$ cat src/rtl/muldiv_sequencer.sv
// muldiv_sequencer: 32-step shift-add multiply / restoring divide owning HI/LO.
// Signed ops run on magnitudes; signs are reapplied in the single FIX cycle.
module muldiv_sequencer (
    input  logic        clock,
    input  logic        reset,
    input  logic        start,
    input  logic [1:0]  op,
    input  logic [31:0] a,
    input  logic [31:0] b,
    input  logic        abort,
    output logic        busy,
    output logic        done,
    output logic        div_zero,
    output logic [31:0] hi,
    output logic [31:0] lo,
    output logic [2:0]  state_out
);
    localparam logic [2:0] S_IDLE = 3'd0, S_MULT = 3'd1, S_DIV = 3'd2, S_FIX = 3'd3, S_DONE = 3'd4;
    logic [2:0]  state, state_nx;
    logic [31:0] dsor, rem, acc_lo, mag_a, mag_b, trial;
    logic [5:0]  cnt;
    logic        is_div, sign_q, sign_r, dz, sgn, fit;
    logic [32:0] sum, sh_r;
    logic [63:0] prod, res;
    assign sgn   = ~op[0];
    assign mag_a = (sgn && a[31]) ? -a : a;
    assign mag_b = (sgn && b[31]) ? -b : b;
    assign sum   = {1'b0, rem} + (acc_lo[0] ? {1'b0, dsor} : 33'd0);
    // sh_r is the 33-bit shifted remainder; trial fits 32 bits whenever it is kept
    assign sh_r  = {rem, acc_lo[31]};
    assign fit   = sh_r >= {1'b0, dsor};
    assign trial = sh_r[31:0] - dsor;
    assign prod  = {rem, acc_lo};
    assign res   = is_div ? {sign_r ? -rem : rem, sign_q ? -acc_lo : acc_lo}
                          : (sign_q ? -prod : prod);
    always_ff @(posedge clock or posedge reset) begin
        if (reset) state <= S_IDLE;
        else       state <= state_nx;
    end
    always_comb begin
        state_nx = state;
        case (state)
            S_IDLE:       state_nx = !start ? S_IDLE : !op[1] ? S_MULT : (b == 32'd0) ? S_DONE : S_DIV;
            S_MULT, S_DIV: state_nx = abort ? S_IDLE : (cnt == 6'd31) ? S_FIX : state;
            S_FIX:        state_nx = abort ? S_IDLE : S_DONE;
            default:      state_nx = S_IDLE;
        endcase
    end
    always_comb begin
        busy      = state != S_IDLE;
        done      = state == S_DONE;
        div_zero  = (state == S_DONE) && dz;
        state_out = state;
    end
    always_ff @(posedge clock or posedge reset) begin
        if (reset) begin
            dsor   <= '0;
            rem    <= '0;
            acc_lo <= '0;
            cnt    <= '0;
            is_div <= 1'b0;
            sign_q <= 1'b0;
            sign_r <= 1'b0;
            dz     <= 1'b0;
            hi     <= '0;
            lo     <= '0;
        end else if (state == S_IDLE) begin
            if (start) begin
                dsor   <= op[1] ? mag_b : mag_a;
                acc_lo <= op[1] ? mag_a : mag_b;
                rem    <= '0;
                cnt    <= '0;
                is_div <= op[1];
                sign_q <= sgn & (a[31] ^ b[31]);
                sign_r <= sgn & a[31];
                dz     <= op[1] && (b == 32'd0);
            end
        end else if (!abort) begin
            if (state == S_MULT) begin
                rem    <= sum[32:1];
                acc_lo <= {sum[0], acc_lo[31:1]};
                cnt    <= cnt + 6'd1;
            end else if (state == S_DIV) begin
                rem    <= fit ? trial : sh_r[31:0];
                acc_lo <= {acc_lo[30:0], fit};
                cnt    <= cnt + 6'd1;
            end else if (state == S_FIX) begin
                hi <= res[63:32];
                lo <= res[31:0];
            end
        end
    end
endmodule

$ cat config.mk
export PLATFORM = sky130hd
export DESIGN_NAME = muldiv_sequencer
export DESIGN_NICKNAME = d
export VERILOG_FILES = /design/src/rtl/muldiv_sequencer.sv
export SDC_FILE = /design/constraint.sdc
export NUM_CORES = 1
export LEC_CHECK = 0
export ABC_CLOCK_PERIOD_IN_PS = 6900
export CORE_ASPECT_RATIO = 1.2
export CORE_MARGIN = 2
export CORE_UTILIZATION = 29
export CTS_CLUSTER_SIZE = 10
export DETAILED_ROUTE_END_ITERATION = 6
export HOLD_SLACK_MARGIN = 0.02
export SLEW_MARGIN = 10
export SYNTH_ARGS = -nofsm -noshare
export SYNTH_HDL_FRONTEND = slang
export SYNTH_SLANG_ARGS = --single-unit
export TNS_END_PERCENT = 10
$ cat constraint.sdc
create_clock -name clock -period 6.9 [get_ports clock]
set_input_delay 2.07 -clock clock [delete_from_list [all_inputs] [get_ports clock]]
set_output_delay 2.07 -clock clock [all_outputs]
set_load 0.01 [all_outputs]
==> impl_metrics.toml, run 1 <==
[setup_path]
path_cells = "clkdlybuf4s50_1 > or4_1 > nor4b_2 > and3_1 > nand3b_1 > nor4_2 > and4bb_2 > o21ai_0 > mux2_2 > a21oi_1"
cp-end-kind = "flop"
cp_max_fo = 5
critical-path-slowest-cell = "or4_1"
critPathMaxStageDelay_ps = 640
start_kind = "input pin"
cp_top_family = "simple AND/OR/NAND/NOR gates"
critPathRequiredTime_ps = 7280
worst-path-buf-inv = 1
cp.arrival_ps = 5410
worstSetupPathType = "in2reg"

[timing]
rsz0062_at_grt = "no"
finalSetupTns_ps = 0
timing.final.crit_share_pct = 73.0
relSlewSlack_pct = 21.6
min_period_ps = 5040
finalHoldViolations = 0
skew_ps = 10.0
maxSlewViolCount = 0
finalSetupViolations = 0
tightest_slew_ps = 1180
fmax_mhz = 199

[synth]
yosysSeqAreaShare_pct = 30.6
syn-num-nets = 1984
yosysTopAreaCell = "dfrtp_1"
synth_edf_count = 0
synthArstFlopShare_pct = 100
synth.avg_cell_area_um2 = 7.67
syn-cell-area_mm2 = 0.0141
synthDominantCellAreaShare_pct = 30.6
ys_types = 71
synth.area.top_cells = "dfrtp_1, nand2_1, o21ai_0"
yosysWarnings = 0
ys_ff_latch = 173
synthCells = 1843
yosys_most_used_dff = "dfrtp_1"

[layout]
area_delta_synth_final_pct = 17.9
fin_nets = 2053
drive_gt1_share_pct = 4.16
fin_cells = 2554
final_cell_mix = "nand2_1, o21ai_0, a21oi_1"
final_common_cell = "nand2_1"
diodes = 0
stdcell_area_mm2 = 0.0167
nFillCells = 5000

[die]
core_area_mm2 = 0.0481
io_pins = 140
rows = 88
die_y_um = 246
die_width_um = 206
die_area_mm2 = 0.0505
floorplan.initialDensity_pct = 29.4

[min_path]
hp-class = "reg2reg"

[cts]
cts_hold_buf = 0
clock_tree.buffer_depth = 2
insertion_delay_ps = 460
clock-sinks = 173
path_clk_slew_ps = 70
numCtsBuffers = 17
cts.htree.levels = 4
ctsResizeCount = 0
cts_root_buf = "clkbuf_16"
post_cts_buffers = 0
cts_tree = "done"

[routing]
drcViolationCount = 0
firstDrtPassIters = 5
drtIter0Drc = 1081
vias = 13720
wl_per_cell_um = 19.2
post_drt_via_cell_ratio = 5.37
drt_wl_total_um = 48900
ant_nets = 0

[global_routing]
antenna_found_initial = 0
track_usage_pct = 19.4
grt_max_degree = 174
grt_pass1_vias = 12998
grt-ovfl-total = 0
grt_pass1_wl_um = 75700

[power_and_ir_drop]
finalPower_w = 0.00763
powerDensity_mw_per_mm2 = 458
p_leak_nw = 6.98
ir_drop_mv = 0.334

[placed_design]
port_buffers = 139
dpl_cell_area_mm2 = 0.0161
dp_hpwl_um = 37900
dp.cells = 2523
globalplace.congestion = 0.933

[run_status]
status = "completed"

[flow_run]
drv_cap = 0
[path summary, 6_finish.rpt]
path / startpoint / to / slack (ps) / depth (start not counted)
hold / removal: hi[21]$_DFFE_PP0P_ / hi[21]$_DFFE_PP0P_ / 480 / 2
setup / recovery: a[4] / acc_lo[31]$_DFFE_PP0P_ / 1860 / 10
min in group asynchronous: reset / hi[16]$_DFFE_PP0P_ / 2220 / 3
setup reg to reg: acc_lo[0]$_DFFE_PP0P_ / rem[31]$_DFFE_PP0P_ / 2010 / 13
hold reg to reg: hi[21]$_DFFE_PP0P_ / hi[21]$_DFFE_PP0P_ / 480 / 2
max in group asynchronous: reset / state_out[0]$_DFFE_PP0P_ / 3900 / 3
[state kept, by name, summed over array words and instances, names as in the netlist]
signal / flops
acc_lo: 32
cnt: 6
dsor: 32
dz: 1
hi: 32
is_div: 1
lo: 32
rem: 32
sign_q: 1
sign_r: 1
state_out: 3
[cell usage after synthesis, drive strengths merged, types with 13 or more instances]
cell type / count
nor4: 17
or3: 20
nor2: 162
clkbuf: 99
a211oi: 21
o41ai: 14
a21o: 24
o221ai: 23
nand2b: 13
o211ai: 19
nor3: 26
inv: 60
nand2: 292
ha: 69
xnor2: 74
o31ai: 34
dfrtp: 173
nor2b: 13
o21ai: 204
a21oi: 181
a31oi: 13
nand3: 31
xor2: 104
[worst reg2reg max path, stage by stage (launching register included)]
cell	delay, ps
dfrtp_1	460
clkinv_1	250
buf_4	320
nor2_1	170
ha_1	280
nor2b_1	170
o31a_1	300
o31ai_1	720
a2111oi_0	330
o31ai_1	680
nand3b_1	220
a21oi_1	80
a2111oi_0	640
o31ai_1	140
[where the power goes]
part	leakage [nW]	internal, W	switching [W]
logic	4.48	0.00187	0.00279
clock network	0.278	0.000549	0.000448
registers	2.22	0.00143	0.000549
[cell type report]
| type | instances | area (um2) | area share, % |
|---|---|---|---|
| clock buffers | 21 | 450 | 2.70 |
| clock inverters | 10 | 129 | 0.774 |
| inverters | 61 | 234 | 1.40 |
| multi-input cells | 1500 | 9180 | 55.1 |
| flip-flops and latches | 173 | 4330 | 26.0 |
| well taps | 630 | 788 | 4.73 |
| repair buffers | 159 | 1550 | 9.30 |
[through the flow]
step | hold WS (ps) | setup slack [ps] | utilization (%)
after detailed placement | 473 | 1430 | 33.4
after global placement | 464 | 1410 | 33.4
after global routing | 507 | 1610 | 34.6
after floorplan | 442 | 142 | -
after CTS | 490 | 1910 | 34.6
final | 482 | 1860 | 34.6
[kinds of logic (layout without fill, tap and decap cells)]
kind of cell | count (synthesis) | in the layout | share of synthesized area [%]
fa+ha+maj | 71 | 71 | 6.39
flops | 173 | 173 | 30.6
mux | 15 | 15 | 1.09
xor+xnor | 178 | 178 | 11.0
simple gates | 639 | 639 | 20.5
buf+inv | 170 | 251 | 4.58
compound gates | 597 | 597 | 25.8
[routing by layer]
layer	routed length, um	vias to the layer above	track usage, %
li1	-	6695	-
met1	21100	6571	24.3
met2	23400	377	32.5
met3	1920	77	2.27
met4	2490	0	10.0
met5	0	-	0
(Power assumes the default switching activity.)
==> inputs of run 2 (changes only) <==
--- a/config.mk
+++ b/config.mk
@@ -5,7 +5,7 @@
 export SDC_FILE = /design/constraint.sdc
 export NUM_CORES = 1
 export LEC_CHECK = 0
-export ABC_CLOCK_PERIOD_IN_PS = 6900
+export ABC_CLOCK_PERIOD_IN_PS = 4920
 export CORE_ASPECT_RATIO = 1.2
 export CORE_MARGIN = 2
 export CORE_UTILIZATION = 29
==> constraint.sdc (replaced) <==
create_clock -name clock -period 4.92 [get_ports clock]
set_input_delay 1.476 -clock clock [delete_from_list [all_inputs] [get_ports clock]]
set_output_delay 1.476 -clock clock [all_outputs]
set_load 0.01 [all_outputs]
==> run 2 against run 1 <==
  * Die area did not move
  * Utilization rose by 0.37 points
  * Clock power rose by 34%
  * Count of clock-buffer cells in the layout fell by 2
  * Via count rose by 1.5%
  * Largest cell class unchanged
  * Largest power group unchanged
==> impl_metrics.toml, run 2 (synthesized netlist as in run 1, its figures left out) <==
[flow_run]
drv_cap = 0

[setup_path]
cp_max_fo = 6
critPathRequiredTime_ps = 5230
worstSetupPathType = "in2reg"
start_kind = "input pin"
cp.arrival_ps = 4650
cp-end-kind = "flop"

[cts]
cts_hold_buf = 0
post_cts_buffers = 0
numCtsBuffers = 17
insertion_delay_ps = 460
cts.htree.levels = 4
cts_root_buf = "clkbuf_16"
path_clk_slew_ps = 70
clock_tree.buffer_depth = 2
cts_tree = "done"
clock-sinks = 173
ctsResizeCount = 0

[timing]
maxSlewViolCount = 0
finalHoldViolations = 0
finalSetupViolations = 0
setup_slack_ps = 587
min_period_ps = 4330
relSlewSlack_pct = 22.3
fmax_mhz = 231
skew_ps = 13.7
finalSetupTns_ps = 0
rsz0062_at_grt = "no"
timing.final.crit_share_pct = 88.1
tightest_slew_ps = 1170
hold_slack_ps = 481

[min_path]
hp-class = "reg2reg"

[routing]
ant_nets = 0
drcViolationCount = 0
drtIter0Drc = 1133
post_drt_via_cell_ratio = 5.40
drt_wl_total_um = 49900
firstDrtPassIters = 5
vias = 13923
wl_per_cell_um = 19.4

[die]
die_width_um = 206
floorplan.initialDensity_pct = 29.4
die_area_mm2 = 0.0505
core_area_mm2 = 0.0481
die_y_um = 246
io_pins = 140
rows = 88

[run_status]
status = "completed"

[global_routing]
grt_max_degree = 79
grt-ovfl-total = 0
grt_pass1_vias = 13330
antenna_found_initial = 0
track_usage_pct = 19.8
grt_pass1_wl_um = 77400

[layout]
area_delta_synth_final_pct = 19.1
final_cell_mix = "nand2_1, o21ai_0, a21oi_1"
fin_nets = 2075
final_common_cell = "nand2_1"
drive_gt1_share_pct = 5.34
diodes = 0

[placed_design]
pre_cts_ws_ps = 130
dp_hpwl_um = 39400
port_buffers = 139
globalplace.congestion = 0.914

[power_and_ir_drop]
ir_drop_mv = 0.320
powerDensity_mw_per_mm2 = 638
p_leak_nw = 7.09
run 2: worst max-delay path, cell delays in order:
cell and delay, ps:
clkdlybuf4s50_1 480, or4_1 630, nor4_2 300, nor3b_1 400, nand2_1 260, or2_2 390
or3b_2 510, nand3_1 110, a21oi_1 70
run 2: worst paths after layout:
path                                       start  depth (start not counted)                        to  slack [ps]
setup reg to reg           acc_lo[0]$_DFFE_PP0P_                         16       rem[31]$_DFFE_PP0P_         890
setup / recovery                            b[2]                          9  state_out[1]$_DFFE_PP0P_         590
min in group asynchronous                  reset                          2        hi[20]$_DFFE_PP0P_        1520
hold reg to reg             dsor[13]$_DFFE_PP0P_                          2      dsor[13]$_DFFE_PP0P_         480
hold / removal              dsor[13]$_DFFE_PP0P_                          2      dsor[13]$_DFFE_PP0P_         480
max in group asynchronous                  reset                          3    acc_lo[13]$_DFFE_PP0P_        2560
run 2: area by class of cell:
class | count | area [um2]
flip-flops and latches | 173 | 4330
clock buffers | 19 | 443
inverters | 61 | 233
repair buffers | 181 | 1750
multi-input cells | 1500 | 9180
fillers | 5027 | 31300
clock inverters | 12 | 113
well taps | 630 | 788
run 2: layer usage:
| layer | up-vias | share of wire [%] | GRT usage [%] |
|---|---|---|---|
| li1 | 6731 | - | - |
| met1 | 6667 | 43 | 25.0 |
| met2 | 442 | 50 | 34.2 |
| met3 | 83 | 4.0 | 2.15 |
| met4 | 0 | 3.8 | 7.93 |
| met5 | - | 0 | 0 |
run 2: metrics by stage:
| stage | total power [W] | cells | util [%] | cell area, um2 |
|---|---|---|---|---|
| after CTS | 0.0107 | 2576 | 35.0 | 16800 |
| after global routing | 0.0116 | 2576 | 35.0 | 16800 |
| final | 0.0107 | 2576 | 35.0 | 16800 |
| after detailed placement | 0.00939 | 2545 | 33.8 | 16300 |
| after global placement | 0.00931 | 2545 | 33.8 | 16300 |
| after floorplan | 0.00705 | 1843 | - | 14100 |
run 2: power breakdown:
| part | switching, W | internal, W |
|---|---|---|
| Clock | 0.000654 | 0.000672 |
| Sequential | 0.000773 | 0.00200 |
| Combinational | 0.00397 | 0.00267 |
| Total | 0.00540 | 0.00534 |
==> patch, RTL diff (settings of run 1) <==
One comparison of `cnt` changes from == to >=.
--- a/src/rtl/muldiv_sequencer.sv
+++ b/src/rtl/muldiv_sequencer.sv
@@ -41,7 +41,7 @@
         state_nx = state;
         case (state)
             S_IDLE:       state_nx = !start ? S_IDLE : !op[1] ? S_MULT : (b == 32'd0) ? S_DONE : S_DIV;
-            S_MULT, S_DIV: state_nx = abort ? S_IDLE : (cnt == 6'd31) ? S_FIX : state;
+            S_MULT, S_DIV: state_nx = abort ? S_IDLE : (cnt >= 6'd31) ? S_FIX : state;
             S_FIX:        state_nx = abort ? S_IDLE : S_DONE;
             default:      state_nx = S_IDLE;
         endcase
Behaviour: same outputs for any inputs over 4 cycles, from zero or initial values and one cycle with reset high; that may be too few to reach the edited logic, so the function may still have changed.
==> patch against run 1 <==
  * Sequential cell count unchanged
  * Worst setup slack better by 14 ps
  * Worst hold slack better by 2.7 ps
  * Synthesized area up 1.7%
  * Power down 3.4%
  * Largest cell class unchanged
  * Wire length up 5.9%
  * Cell area up 1.5%
  * Register-to-register slack better by 590 ps
==> patch: results (changes against run 1) <==
[detailed_routing]
finalWirelength_mm = 51.8  ; +5.9%
drt-met1-wl_mm = 22.1  ; +5.0%
post_drt_wl_per_cell_um = 20.0  ; +4.5%
top_layer = met5
drt-vias-per-instance = 5.49  ; +2.1%
dr_wl_met3_mm = 2.56  ; +33%
drtIter0Drc = 1286  ; +19%

[sta]
slew_headroom = 0.195  ; -0.0211
skew_ps = 11.8  ; +1.80 ps
hold_viol = 0  ; unchanged

[placement]
hpwl_mm = 39.5  ; +4.2%
place_congestion = 0.934  ; +0.17%
placed_area_um2 = 16300  ; +1.3%
dp.cells = 2555  ; +1.3%

[clock_tree]
clk_latency_ps = 460  ; about the same

[setup_path]
reg2reg_slack_ps = 2600  ; +590 ps
arrival_ps = 5360  ; -50 ps
crit_start = b[9]

[logic_synthesis]
synth_commonest_cells = nand2_1, o21ai_0, dfrtp_1
synthAdderAreaFrac = 0.0629  ; -0.00106
synth_cells = 1874  ; +1.7%
synth_compound_area_frac = 0.267  ; +0.00914
synthTopCellsByArea = dfrtp_1, o21ai_0, nand2_1
yosysSeqAreaShare = 0.301  ; -0.00507
synth_mux_area_frac = 0.0160  ; +0.00513
synth_fp_nets = 2015  ; +1.6%
synth_edf_count = 0  ; unchanged
yosys.area_share.xor_xnor = 0.105  ; -0.00487

[worst_hold_path]
min_from = lo[20]$_DFFE_PP0P_

[power]
p_leak_uw = 0.00710  ; +1.8%
p_sw_uw = 3630  ; -4.0%

[grt]
grt_use_met2 = 0.339  ; +0.0144
grtUsageMet1 = 0.249  ; +0.00635
grt_usage = 0.199  ; +0.00504
grt_pass1_wl_mm = 80.4  ; +6.3%
gr-usage-met3 = 0.0268  ; +0.00416
grt_pass1_vias = 13800  ; +6.0%
grt_max_degree = 92  ; -47%
antenna_found_initial = 1  ; +1

[finish]
fin_nets = 2079  ; +1.3%
drive_above_1_share = 0.0369  ; -0.00468

[status]
status = finished, final reports clean

## patch: cell types whose count changed in the layout (fill, tap and decap cells not counted), sizes merged, moves of 8 or more
cell | run 1 | this run
o211ai | 19 | 28
nor2 | 162 | 138
mux2i | 12 | 23
o21ai | 204 | 236
xnor2 | 74 | 90
nor3 | 26 | 41
a21o | 24 | 32
xor2 | 104 | 83
o221ai | 23 | 5
a21oi | 181 | 151
## patch: power groups by stage
| stage | Clock [uW] | Combinational [uW] | Sequential [uW] |
|---|---|---|---|
| CTS | 1060 | 4340 | 1950 |
| detailed placement | 0 | 4320 | 1970 |
| floorplan | 0 | 3030 | 1740 |
| global route | 1100 | 4830 | 1990 |
| finish | 1040 | 4370 | 1950 |
| global placement | 0 | 4270 | 1950 |
## patch: worst paths after layout
| check | to | cells after the start |
|---|---|---|
| min reg2reg | lo[20]$_DFFE_PP0P_ | 2 |
| max in group asynchronous | dsor[24]$_DFFE_PP0P_ | 3 |
| max | acc_lo[27]$_DFFE_PP0P_ | 10 |
| min | lo[20]$_DFFE_PP0P_ | 2 |
| max reg2reg | rem[27]$_DFFE_PP0P_ | 12 |
| min in group asynchronous | hi[12]$_DFFE_PP0P_ | 2 |
## patch: stage by stage
step,hold WS (ps),setup WS (ps)
after floorplan,442,142
after global placement,465,1500
after detailed placement,471,1450
after CTS,489,1930
after global routing,512,1730
final,485,1880
## patch: layout make-up
cell class	instances	area (um^2)
Timing Repair Buffer	157	1530
Multi-Input combinational cell	1526	9400
Sequential cell	173	4330
Clock buffer	19	443
Tap cell	637	797
Fill cell	5180	32200
Clock inverter	13	171
Inverter	63	241
## patch: cell families after synthesis
kind of cell	count (synthesis)
compound gates	625
fa+ha+maj	71
mux	23
flops	173
xor+xnor	173
buf+inv	175
simple gates	634
